File: config.mk
export PLATFORM = sky130hd
export DESIGN_NAME = counter_run_sched
export DESIGN_NICKNAME = d
export VERILOG_FILES = /design/src/rtl/counter_run_sched_pkg.sv /design/src/rtl/counter_run_sched_rr_arb2.sv /design/src/rtl/counter_run_sched.sv
export SDC_FILE = /design/constraint.sdc
export NUM_CORES = 1
export LEC_CHECK = 0
export CORE_MARGIN = 4
export CORE_UTILIZATION = 43
export DETAILED_ROUTE_END_ITERATION = 16
export PLACE_DENSITY_LB_ADDON = 0.3
export SLEW_MARGIN = 20
export SYNTH_ARGS = -nofsm -noshare
export SYNTH_HDL_FRONTEND = slang
export SYNTH_HIERARCHICAL = 1
export SYNTH_SLANG_ARGS = --single-unit
File: constraint.sdc
create_clock -name clock -period 2.5 [get_ports clock]
set_clock_uncertainty 0.05 [all_clocks]
set_input_delay 0.25 -clock clock [delete_from_list [all_inputs] [get_ports clock]]
set_output_delay 0.25 -clock clock [all_outputs]
set_load 0.01 [all_outputs]
File: src/rtl/counter_run_sched_pkg.sv
// complex_counter_pkg: shared definitions for the 3-bit mode-controlled
// complex counter and its run scheduler (counter_run_sched).
// Holds counter state names, mode encodings, the scheduler FSM encoding
// and the command record layout.
package complex_counter_pkg;

  // Counter state names (count values)
  localparam logic [2:0] ST_A = 3'b000;
  localparam logic [2:0] ST_B = 3'b001;
  localparam logic [2:0] ST_C = 3'b010;
  localparam logic [2:0] ST_D = 3'b011;
  localparam logic [2:0] ST_E = 3'b100;
  localparam logic [2:0] ST_F = 3'b101;
  localparam logic [2:0] ST_G = 3'b110;
  localparam logic [2:0] ST_H = 3'b111;

  // Counter mode encodings
  localparam logic MODE_SEQ = 1'b0;
  localparam logic MODE_ALT = 1'b1;

  // Default field widths of a scheduler command
  localparam int CMD_STEP_W = 4;
  localparam int CMD_CNT_W  = 3;

  // Scheduler FSM states
  typedef enum logic [1:0] {
    S_IDLE  = 2'd0,
    S_CLEAR = 2'd1,
    S_RUN   = 2'd2,
    S_DONE  = 2'd3
  } sched_state_t;

  // Command record as presented by a requester
  typedef struct packed {
    logic                  mode;
    logic                  keep;
    logic [CMD_CNT_W-1:0]  target;
    logic [CMD_STEP_W-1:0] steps;
    logic                  id;
  } cmd_t;

endpackage

File: src/rtl/counter_run_sched_rr_arb2.sv
// rr_arb2: two-request round-robin arbiter.
// The pointer names the requester favoured when both request; a lone
// request is granted regardless. On the update strobe the pointer moves
// to the requester that was not granted. State changes on the falling edge.
module rr_arb2 (
  input  logic       clock,
  input  logic       nreset,
  input  logic [1:0] req,
  input  logic       update,
  output logic [1:0] grant
);

  logic ptr_r;

  // Grant decode from the requests and the round-robin pointer
  always_comb begin
    grant = 2'b00;
    case (req)
      2'b01:   grant = 2'b01;
      2'b10:   grant = 2'b10;
      2'b11:   grant = ptr_r ? 2'b10 : 2'b01;
      default: grant = 2'b00;
    endcase
  end

  // Pointer register: after a grant, favour the other requester
  always_ff @(negedge clock or negedge nreset) begin
    if (!nreset) begin
      ptr_r <= 1'b0;
    end else if (update) begin
      ptr_r <= grant[0];
    end else begin
      ptr_r <= ptr_r;
    end
  end

endmodule

File: src/rtl/counter_run_sched.sv
// counter_run_sched: schedules runs of the shared 3-bit complex counter
// for two requesters. Commands are taken over valid/ready, arbitrated
// round-robin, then the counter is cleared (unless keep) and stepped until
// the count equals the target or the step budget is spent.
// Optional feature macro: COUNTER_STALL_DETECT_EN - aborts a run when a
// step leaves the count unchanged (counter sitting on a self-loop state).
// All state updates on the falling edge of clock; nreset is async active-low.
module counter_run_sched
  import complex_counter_pkg::*;
#(
  parameter int STEP_W = 4,
  parameter int CNT_W  = 3
) (
  input  logic              clock,
  input  logic              nreset,
  input  logic              req0_valid,
  output logic              req0_ready,
  input  logic              req0_mode,
  input  logic              req0_keep,
  input  logic [CNT_W-1:0]  req0_target,
  input  logic [STEP_W-1:0] req0_steps,
  input  logic              req1_valid,
  output logic              req1_ready,
  input  logic              req1_mode,
  input  logic              req1_keep,
  input  logic [CNT_W-1:0]  req1_target,
  input  logic [STEP_W-1:0] req1_steps,
  input  logic [CNT_W-1:0]  cnt_count,
  output logic              cnt_mode,
  output logic              cnt_clear,
  output logic              cnt_step,
  output logic              busy,
  output logic              done,
  output logic              done_id,
  output logic              done_hit,
  output logic              done_stall,
  output logic [CNT_W-1:0]  done_count
);

  localparam logic [STEP_W-1:0] STEP_ONE  = {{(STEP_W-1){1'b0}}, 1'b1};
  localparam logic [STEP_W-1:0] STEP_ZERO = {STEP_W{1'b0}};

  sched_state_t      state_r, state_s;
  logic              mode_r;
  logic [CNT_W-1:0]  target_r;
  logic [STEP_W-1:0] remaining_r;
  logic              id_r;
  logic              done_id_r;
  logic              done_hit_r;
  logic [CNT_W-1:0]  done_count_r;

  logic [1:0]        req_s;
  logic [1:0]        grant_s;
  logic              hs_s;
  logic              sel_s;
  logic              sel_mode_s;
  logic              sel_keep_s;
  logic [CNT_W-1:0]  sel_target_s;
  logic [STEP_W-1:0] sel_steps_s;
  logic              hit_s;
  logic              stall_s;
  logic              empty_s;
  logic              step_s;
  logic              fin_s;

  // Requests only compete while idle; ready is forced low during reset
  assign req_s      = (state_r == S_IDLE) ? {req1_valid, req0_valid} : 2'b00;
  assign req0_ready = grant_s[0] & nreset;
  assign req1_ready = grant_s[1] & nreset;
  assign hs_s       = grant_s[0] | grant_s[1];
  assign sel_s      = grant_s[1];

  rr_arb2 u_arb (
    .clock  (clock),
    .nreset (nreset),
    .req    (req_s),
    .update (hs_s),
    .grant  (grant_s)
  );

  // Select the command fields of the granted requester
  always_comb begin
    if (sel_s) begin
      sel_mode_s   = req1_mode;
      sel_keep_s   = req1_keep;
      sel_target_s = req1_target;
      sel_steps_s  = req1_steps;
    end else begin
      sel_mode_s   = req0_mode;
      sel_keep_s   = req0_keep;
      sel_target_s = req0_target;
      sel_steps_s  = req0_steps;
    end
  end

  assign hit_s   = (cnt_count == target_r);
  assign empty_s = (remaining_r == STEP_ZERO);

`ifdef COUNTER_STALL_DETECT_EN
  logic [CNT_W-1:0] prev_count_r;
  logic             stepped_r;
  logic             done_stall_r;

  // Remember the count each step started from, and whether last cycle stepped
  always_ff @(negedge clock or negedge nreset) begin
    if (!nreset) begin
      prev_count_r <= {CNT_W{1'b0}};
      stepped_r    <= 1'b0;
    end else begin
      stepped_r <= step_s;
      if (step_s) begin
        prev_count_r <= cnt_count;
      end else begin
        prev_count_r <= prev_count_r;
      end
    end
  end

  assign stall_s = stepped_r & (cnt_count == prev_count_r);

  // Stall flag of the completed run; hit takes precedence over stall
  always_ff @(negedge clock or negedge nreset) begin
    if (!nreset) begin
      done_stall_r <= 1'b0;
    end else if (fin_s) begin
      done_stall_r <= ~hit_s & stall_s;
    end else begin
      done_stall_r <= done_stall_r;
    end
  end

  assign done_stall = done_stall_r;
`else
  assign stall_s    = 1'b0;
  assign done_stall = 1'b0;
`endif

  // Next-state and step decision; the terminating RUN cycle issues no step
  always_comb begin
    state_s = state_r;
    step_s  = 1'b0;
    fin_s   = 1'b0;
    case (state_r)
      S_IDLE: begin
        if (hs_s) begin
          state_s = sel_keep_s ? S_RUN : S_CLEAR;
        end else begin
          state_s = S_IDLE;
        end
      end
      S_CLEAR: state_s = S_RUN;
      S_RUN: begin
        if (hit_s || stall_s || empty_s) begin
          state_s = S_DONE;
          fin_s   = 1'b1;
        end else begin
          step_s  = 1'b1;
        end
      end
      S_DONE:  state_s = S_IDLE;
      default: state_s = S_IDLE;
    endcase
  end

  // FSM, command register, step budget and completion record
  always_ff @(negedge clock or negedge nreset) begin
    if (!nreset) begin
      state_r      <= S_IDLE;
      mode_r       <= MODE_SEQ;
      target_r     <= {CNT_W{1'b0}};
      remaining_r  <= STEP_ZERO;
      id_r         <= 1'b0;
      done_id_r    <= 1'b0;
      done_hit_r   <= 1'b0;
      done_count_r <= {CNT_W{1'b0}};
    end else begin
      state_r <= state_s;
      if (hs_s) begin
        mode_r      <= sel_mode_s;
        target_r    <= sel_target_s;
        remaining_r <= sel_steps_s;
        id_r        <= sel_s;
      end else if (step_s) begin
        remaining_r <= remaining_r - STEP_ONE;
      end else begin
        remaining_r <= remaining_r;
      end
      if (fin_s) begin
        done_id_r    <= id_r;
        done_hit_r   <= hit_s;
        done_count_r <= cnt_count;
      end else begin
        done_id_r    <= done_id_r;
        done_hit_r   <= done_hit_r;
        done_count_r <= done_count_r;
      end
    end
  end

  assign cnt_mode   = mode_r;
  assign cnt_clear  = (state_r == S_CLEAR);
  assign cnt_step   = step_s;
  assign busy       = (state_r == S_CLEAR) || (state_r == S_RUN);
  assign done       = (state_r == S_DONE);
  assign done_id    = done_id_r;
  assign done_hit   = done_hit_r;
  assign done_count = done_count_r;

endmodule

After elaboration in Yosys (flattened, before gate mapping):

Cells that the tools add are included.

* memories: 0
* ROM bits: 0
* latch bits: 0
* bits of input ports: 25
* bits in writable memories: 0
* output and inout port bits: 13
* bits in registers: 17

* bitwise gates (word level): 3
* equal/unequal tests: 8
* divide/modulo/power cells: 0
* multiply operators: 0
* magnitude comparators: 0
* shift-type cells: 0
* multiplexer cells: 17
* reductions and logical operators: 5
* $add $sub $neg: 1

Operators with widths (number)
* $mux W4: 3
* $mux W2: 5
* $eq A2 B2 Y1 const B: 4
* $pmux W2 S4: 1
* $mux W1: 6
* $pmux W2 S3: 1
* $eq A2 B1 Y1 const B: 2
* $logic_not A4 Y1: 1
* $sub A4 B1 Y4 const B: 1
* $eq A3 B3 Y1: 1
* $mux W3: 1
* $and A1 B1 Y1: 2
* $logic_not A2 Y1: 1
* $logic_or A1 B1 Y1: 2
* $ne A2 B2 Y1 const B: 1
* $reduce_bool A2 Y1: 1
* $or A1 B1 Y1: 1

Logic depth before layout (Yosys ltp):

Gate-level depths: netlist of run 1.

* depth after elaboration: 8
* gate-level depth with buffers: 9
* gate-level depth less buffers: 8

Modules after synthesis:

Netlist of run 1, hierarchy kept.

By module, submodules not included
* counter_run_sched: times used 1, cells each 96, seq. area each 400.4 um^2, area each 954.7 um^2
* rr_arb2: times used 1, cells each 5, seq. area each 25.0 um^2, area each 62.6 um^2

==> results of run 1 <==
cell usage after synthesis, types with 2 or more instances:
cell	n	area [sq um]
mux2_2	4	45.0
xor2_1	3	26.3
a2bb2oi_1	2	17.5
nand2_1	10	37.5
clkbuf_1	2	7.51
and2_1	4	25.0
o22a_1	2	17.5
o21ai_0	8	40.0
ha_1	5	62.6
a21oi_1	3	15.0
a22o_1	2	17.5
nor3b_1	2	15.0
nor2_1	3	11.3
dfrtn_1	17	425
inv_1	7	26.3
nor3_1	2	10.0
mux2i_1	6	60.1
a31oi_1	3	18.8
cell usage in the layout, fill, tap and decap left out, types with 2 or more instances in the layout:
cell type	n
a21boi_4	2
a21oi_2	2
a22o_1	2
a2bb2oi_2	2
a31oi_1	2
and2_4	4
buf_2	7
buf_4	33
buf_6	21
clkbuf_2	2
clkbuf_4	3
clkdlybuf4s50_1	19
dfrtn_1	17
ha_4	4
inv_2	5
inv_4	2
mux2_2	4
mux2i_1	5
nand2_1	5
nand2_2	4
nor2_1	2
nor3b_1	2
o21ai_1	3
o21ai_2	5
o22a_1	2
or4_4	2
xor2_4	3
flip-flops by register name, summed over array words and instances, names as in the netlist:
| signal | count |
|---|---|
| done_id | 1 |
| remaining_r | 4 |
| done_count | 3 |
| state_r | 2 |
| done_hit | 1 |
| id_r | 1 |
| cnt_mode | 1 |
| u_arb/ptr_r | 1 |
| target_r | 3 |
metrics by stage:
| step | instances | power [W] | hold WS [ps] |
|---|---|---|---|
| 2_1_floorplan | 101 | 0.00125 | 360 |
| 4_1_cts | 203 | 0.00229 | 401 |
| 3_3_place_gp | 189 | 0.00179 | 374 |
| 5_1_grt | 212 | 0.00274 | 430 |
| 6_report | 212 | 0.00262 | 404 |
| 3_5_place_dp | 189 | 0.00184 | 399 |
worst paths after layout:
check	end	slack (ps)	cells past startpoint
min reg2reg	done_count[2]$_DFFE_NN0P_	400	1
max	cnt_step	-650	6
max reg2reg	state_r[1]$_DFFE_NN0P_	270	13
max in group asynchronous	remaining_r[0]$_DFFE_NN0P_	790	2
min	done_count[2]$_DFFE_NN0P_	400	1
min in group asynchronous	remaining_r[3]$_DFFE_NN0P_	1370	2
per-layer routing:
| metal | vias to the layer above | share of wire | GRT usage |
|---|---|---|---|
| met5 | - | 0 | 0 |
| met4 | 0 | 0.036 | 0.0712 |
| met3 | 17 | 0.058 | 0.0368 |
| met2 | 72 | 0.52 | 0.427 |
| met1 | 595 | 0.38 | 0.263 |
| li1 | 521 | - | - |
critical path, cell delays in order, from the launching register on:
cell and delay (ps):
dfrtn_1 380, inv_2 90, ha_4 130, or3b_4 390, o311ai_4 120, inv_4 60
buf_6 120
timing repair:
action / CTS / global route
cloned: 2 / 0
buffers inserted: 11 / 12
pin swaps: 4 / 13
setup endpoints to repair: 29 / 26
resized for setup: 97 / 43
cells by family after synthesis:
kind of cell	share of synthesized area
simple gates	0.133
buf+inv	0.0504
compound gates	0.189
flops	0.418
fa+ha+maj	0.0615
other cells	0.00369
xor+xnor	0.0258
mux	0.118
power groups by stage:
stage / Combinational (W) / Clock (W) / Sequential (W)
5_1_grt: 0.00201 / 0.000176 / 0.000553
3_5_place_dp: 0.00132 / 0 / 0.000529
2_1_floorplan: 0.000705 / 0 / 0.000550
3_3_place_gp: 0.00127 / 0 / 0.000519
6_report: 0.00191 / 0.000165 / 0.000540
4_1_cts: 0.00161 / 0.000153 / 0.000528
area by class of cell:
type	count	area [sq um]	area share
Clock inverter	1	5.00	0.00243
Sequential cell	17	425	0.207
Inverter	8	35.0	0.0170
Clock buffer	3	22.5	0.0109
Tap cell	28	35.0	0.0170
Timing Repair Buffer	83	734	0.357
Multi-Input combinational cell	72	801	0.389
==> results.cfg, run 1 <==
[run_status]
status = complete, but fails checks
violations = negative setup slack

[cts]
cts_htree_levels = 1
clk_latency_ps = 310
cts_tree = yes
cts_inserted_buffers = 3
cts_hold_buf = 0
cts_root_buf = clkbuf_4
max-clock-path-buffers = 2
clock_sinks = 17
cts.reportedPaths.clkPinSlew_ps = 80

[logic_synthesis]
syn_inst = 101
ys_types = 34
ys.flop_type = dfrtn_1
ys_ff_latch = 17
yosysSeqAreaShare = 0.418
synthArstFlopShare = 1.00
ys_warn_count = 6
netlist_area_sq_um = 1020
synth_edf_count = 0
syn-num-nets = 131
syn_area_per_cell_sq_um = 10.1

[min_path]
hp-class = register to register
hp-start = done_count[2]$_DFFE_NN0P_

[pwr]
internal_power_w = 0.00154
pwr-share-clk = 0.063
p_leak_nw = 0.941
seqPwrFrac = 0.206
p_sw_frac = 0.412
p_switching_w = 0.00108
comb_power_share = 0.731
power.density_nw_per_um2 = 1270
ir_drop_mv = 0.932

[layout]
drive_gt1_frac = 0.641
n_antenna_cell = 0
nFillCells = 81
fin_nets = 215
fin_util = 0.922
area_growth_pct = 102
design_area_sq_um = 2060

[sta]
max_slew_margin = 0.584
setup_viol = 18
worst_slew_pin_slew_ps = 623
rsz0062_at_grt = yes
tns_ps = -4740
setup_slack_ps = -650
hold_viol_final = 0
slew_violations = 0

[floorplanning]
ios = 38
die_y_um = 56.6
rows = 17
core_sq_um = 2230
start_util = 0.455
fp.dieW_um = 56.6
die_area_sq_um = 3210

[global_route]
grt_usage = 0.229
antenna_found_initial = 0
grt_pass1_wl_um = 5840
grt_start_max_net_pins = 20
grt_pass1_vias = 1241
grt-ovfl-total = 0

[detailed_routing]
drt_wl_total_um = 4220
drt-initial-drc-count = 32
vias_per_cell = 5.68
antenna_left = 0
drc = 0
first_pass_iters = 4
wl_per_cell_um = 19.9
vias = 1205

[critical_path]
crit_path_max_fanout = 2
cp.required_ps = 2200
cp-end-kind = output port
cp-startpoint = remaining_r[0]$_DFFE_NN0P_
r2r-start = state_r[0]$_DFFE_NN0P_
worstSetupStartpointType = register
arrival_ps = 2850
crit_type = register to output port

[placement]
placed_cell_area_sq_um = 1700
io_buffer_count = 36
gp_congestion = 0.855
hpwl_um = 2250
place_ws_ps = -771

[job]
cap_violations = 0
No activity file was read; power rests on OpenSTA's default activity.
==> run 2: changes to the inputs <==
==> constraint.sdc (replaced) <==
create_clock -name clock -period 3 [get_ports clock]
set_clock_uncertainty 0.05 [all_clocks]
set_input_delay 0.3 -clock clock [delete_from_list [all_inputs] [get_ports clock]]
set_output_delay 0.3 -clock clock [all_outputs]
set_load 0.01 [all_outputs]
==> results.cfg, run 2 (synthesis results as in run 1) <==
[critical_path]
path_delay_family = simple AND/OR/NAND/NOR gates
crit_type = register to output port
worstSetupStartpointType = register
arrival_ps = 3080
r2r-start = state_r[1]$_DFFE_NN0P_
slowest_stage = or3b_4
crit_path_max_fanout = 2
cp_slowest_stage_delay_ps = 390
cp-end-kind = output port
worstPathCellList = inv_2 > ha_4 > or3b_4 > o311ai_4 > inv_4 > buf_6
cp.required_ps = 2650
path_buf_inv = 3
cp-startpoint = remaining_r[1]$_DFFE_NN0P_

[detailed_routing]
drc = 0
wl_per_cell_um = 17.7
drt-initial-drc-count = 32
drt_wl_total_um = 3610
antenna_left = 0
vias_per_cell = 5.46
first_pass_iters = 4
vias = 1113

[sta]
setup_viol = 8
setup_slack_ps = -434
hold_viol_final = 0
rsz0062_at_grt = yes
slew_violations = 0
tns_ps = -1650

[cts]
cts_hold_buf = 0
clk_latency_ps = 290
cts_root_buf = clkbuf_4
cts_htree_levels = 1
cts_tree = yes
cts_inserted_buffers = 3
clock_sinks = 17
cts.reportedPaths.clkPinSlew_ps = 70
max-clock-path-buffers = 2

[global_route]
grt_pass1_wl_um = 5610
antenna_found_initial = 0
grt_usage = 0.230
grt_start_max_net_pins = 20
grt_pass1_vias = 1226
grt-ovfl-total = 0

[layout]
nFillCells = 120
area_growth_pct = 84.1
fin_nets = 207
top_register = remaining_r
seqCellArea_sq_um = 425
n_antenna_cell = 0
mostFrequentLayoutCell = buf_4
multi_input_area_sq_um = 689
mostFrequentLayoutCells = buf_4 (30), clkdlybuf4s50_1 (19), dfrtn_1 (17)
largest_reg_flops = 4
drive_gt1_frac = 0.500

[pwr]
power_w = 0.00194
p_leak_nw = 0.867
power.density_nw_per_um2 = 1030
ir_drop_mv = 0.675

[floorplanning]
die_y_um = 56.6
die_area_sq_um = 3210
start_util = 0.455
core_sq_um = 2230
rows = 17
ios = 38
fp.dieW_um = 56.6

[placement]
gp_congestion = 0.879
io_buffer_count = 36
hpwl_um = 2260

[job]
cap_violations = 0

[min_path]
hp-class = register to register
hp-start = done_hit$_DFFE_NN0P_

[run_status]
violations = negative setup slack
status = complete, but fails checks
run 2: cell count changes in the layout (fill, tap and decap cells not counted), moves of 3 or more:
cell / change
buf_6: -6
xor2_4: -3
o21ai_0: +4
buf_4: -3
nand2_2: -4
clkbuf_2: +3
nand2_1: +5
o21ai_2: -3
buf_2: -7
dlygate4sd2_1: +6
run 2: final timing paths:
kind,endpoint,slack [ps],depth (start not counted)
worst max-delay path,cnt_step,-430,6
worst min-delay path,done_hit$_DFFE_NN0P_,400,1
worst min register to register,done_hit$_DFFE_NN0P_,400,1
min in group asynchronous,u_arb/ptr_r$_DFFE_NN0P_,1670,2
worst max register to register,state_r[1]$_DFFE_NN0P_,890,11
max in group asynchronous,remaining_r[2]$_DFFE_NN0P_,980,2
run 2: repair_timing:
action	in CTS	in global routing
pin swaps	10	13
endpoints found under the setup margin	29	17
setup buffers	7	9
gates resized for setup	78	18
run 2: final cells by class:
class,count,area share
multi-input cells,72,0.368
repair buffers,75,0.353
flip-flops and latches,17,0.227
inverters,8,0.0187
well taps,28,0.0187
clock buffers,4,0.0140
run 2: through the flow:
step / hold slack, ps / cell area [sq um] / utilization / instances / setup WS [ps]
finish: 403 / 1870 / 0.839 / 204 / -434
global route: 417 / 1870 / 0.839 / 204 / -477
CTS: 402 / 1800 / 0.808 / 197 / -409
detailed placement: 406 / 1610 / 0.720 / 187 / -596
global placement: 375 / 1610 / 0.720 / 187 / -522
floorplan: 360 / 1060 / - / 101 / -315
run 2: metal layers:
layer	track usage	wire, um
met1	0.240	1380
met3	0.0414	184
met5	0	0
met4	0.0915	146
met2	0.442	1900
run 2: power breakdown:
group / leakage, nW / total, W / internal, W / switching [W]
clock network: 0.0150 / 0.000123 / 0.0000518 / 0.0000710
registers: 0.208 / 0.000428 / 0.000353 / 0.0000756
logic: 0.644 / 0.00138 / 0.000765 / 0.000620
total: 0.867 / 0.00194 / 0.00117 / 0.000766
==> run 3: changes to the inputs <==
--- a/config.mk
+++ b/config.mk
@@ -8,6 +8,7 @@
 export CORE_MARGIN = 4
 export CORE_UTILIZATION = 43
 export DETAILED_ROUTE_END_ITERATION = 16
+export MAX_ROUTING_LAYER = met4
 export PLACE_DENSITY_LB_ADDON = 0.3
 export SLEW_MARGIN = 20
 export SYNTH_ARGS = -nofsm -noshare
==> results.cfg, run 3 (synthesis results as in run 1) <==
[pwr]
p_leak_nw = 0.866
power.density_nw_per_um2 = 1040
power_w = 0.00194
ir_drop_mv = 0.676

[sta]
rsz0062_at_grt = yes
setup_slack_ps = -419
slew_violations = 0
hold_viol_final = 0
setup_viol = 8

[job]
cap_violations = 0

[global_route]
grt_pass1_vias = 1227
grt_pass1_wl_um = 5620
antenna_found_initial = 0
grt_start_max_net_pins = 20
grt-ovfl-total = 0
grt_usage = 0.237

[detailed_routing]
first_pass_iters = 4
drt_wl_total_um = 3650
wl_per_cell_um = 17.9
vias = 1111
vias_per_cell = 5.45
antenna_left = 0
drt-initial-drc-count = 29
drc = 0

[cts]
cts_hold_buf = 0
clock_sinks = 17
clk_latency_ps = 290
cts_tree = yes
cts_htree_levels = 1
cts_root_buf = clkbuf_4
cts_inserted_buffers = 3
cts.reportedPaths.clkPinSlew_ps = 60
max-clock-path-buffers = 2

[critical_path]
crit_type = register to output port
cp.required_ps = 2650
arrival_ps = 3070
r2r_slack_ps = 880
worstSetupStartpointType = register
cp_slowest_stage_delay_ps = 390
slowest_stage = or3b_4
r2r-start = state_r[1]$_DFFE_NN0P_
path_buf_inv = 3
crit_path_max_fanout = 2
worst_r2r_path_depth = 11
path_delay_family = simple AND/OR/NAND/NOR gates
rr_endpoint = state_r[1]$_DFFE_NN0P_
cp-end-kind = output port
worstPathCellList = inv_2 > ha_4 > or3b_4 > o311ai_4 > inv_4 > buf_6

[layout]
mostFrequentLayoutCell = buf_4
largest_reg_flops = 4
fin_cells = 204
fin_nets = 207
area_growth_pct = 83.8
fin_util = 0.837
mostFrequentLayoutCells = buf_4 (31), clkdlybuf4s50_1 (19), dfrtn_1 (17)
top_register = remaining_r
n_antenna_cell = 0
drive_gt1_frac = 0.500

[min_path]
hold_end = done_id$_DFFE_NN0P_
hp-start = done_id$_DFFE_NN0P_
hp-class = register to register
whs_path_depth = 1

[run_status]
status = complete, but fails checks
violations = negative setup slack

[floorplanning]
fp.dieW_um = 56.6
start_util = 0.455
rows = 17
die_y_um = 56.6
core_sq_um = 2230
die_area_sq_um = 3210
ios = 38

[placement]
place_ws_ps = -596
gp_congestion = 0.894
place_inst = 187
io_buffer_count = 36
hpwl_um = 2260
-- run 3: cell counts in the layout (fill, tap and decap cells not counted) --
No cell type changed its count.
-- run 3: per-layer routing --
layer  GRT usage  vias to the layer above  wire length [um]
met4      0.0915                        0                99
met2       0.446                       53              1970
li1            -                      507                 -
met5           -                        -                 0
met3      0.0345                       12               191
met1       0.244                      539              1390
-- run 3: through the flow --
step / hold slack [ps] / TNS [ps] / instance area, sq um
floorplan: 360 / -564 / 1060
global placement: 375 / -9700 / 1610
detailed placement: 406 / -10210 / 1610
CTS: 402 / -1170 / 1800
global route: 417 / -2120 / 1870
finish: 404 / -1650 / 1870
-- run 3: where the power goes --
group / switching (W) / internal (W) / total, W
Clock: 0.0000710 / 0.0000518 / 0.000123
Sequential: 0.0000760 / 0.000353 / 0.000429
Combinational: 0.000623 / 0.000763 / 0.00139
Total: 0.000770 / 0.00117 / 0.00194
-- run 3: worst max path at each step --
stage	startpoint	end	cells past startpoint
6_report	remaining_r[0]$_DFFE_NN0P_	cnt_step	6
5_1_grt	state_r[1]$_DFFE_NN0P_	req1_ready	6
4_1_cts	remaining_r[0]$_DFFE_NN0P_	cnt_step	6
3_5_place_dp	cnt_count[0]	done_count[0]$_DFFE_NN0P_	6
3_3_place_gp	cnt_count[0]	done_count[2]$_DFFE_NN0P_	6
2_1_floorplan	state_r[1]$_DFFE_NN0P_	req1_ready	7
-- run 3: cell type report --
type / count / area [sq um]
well taps: 28 / 35.0
fillers: 120 / 364
multi-input cells: 72 / 689
inverters: 8 / 35.0
flip-flops and latches: 17 / 425
clock buffers: 4 / 26.3
repair buffers: 75 / 658
-- run 3: repair_timing --
item / in CTS / in global routing
gates resized for setup: 78 / 17
endpoints found under the setup margin: 29 / 17
hold endpoints to repair: 0 / 0
buffers inserted: 7 / 9
pin swaps: 10 / 13
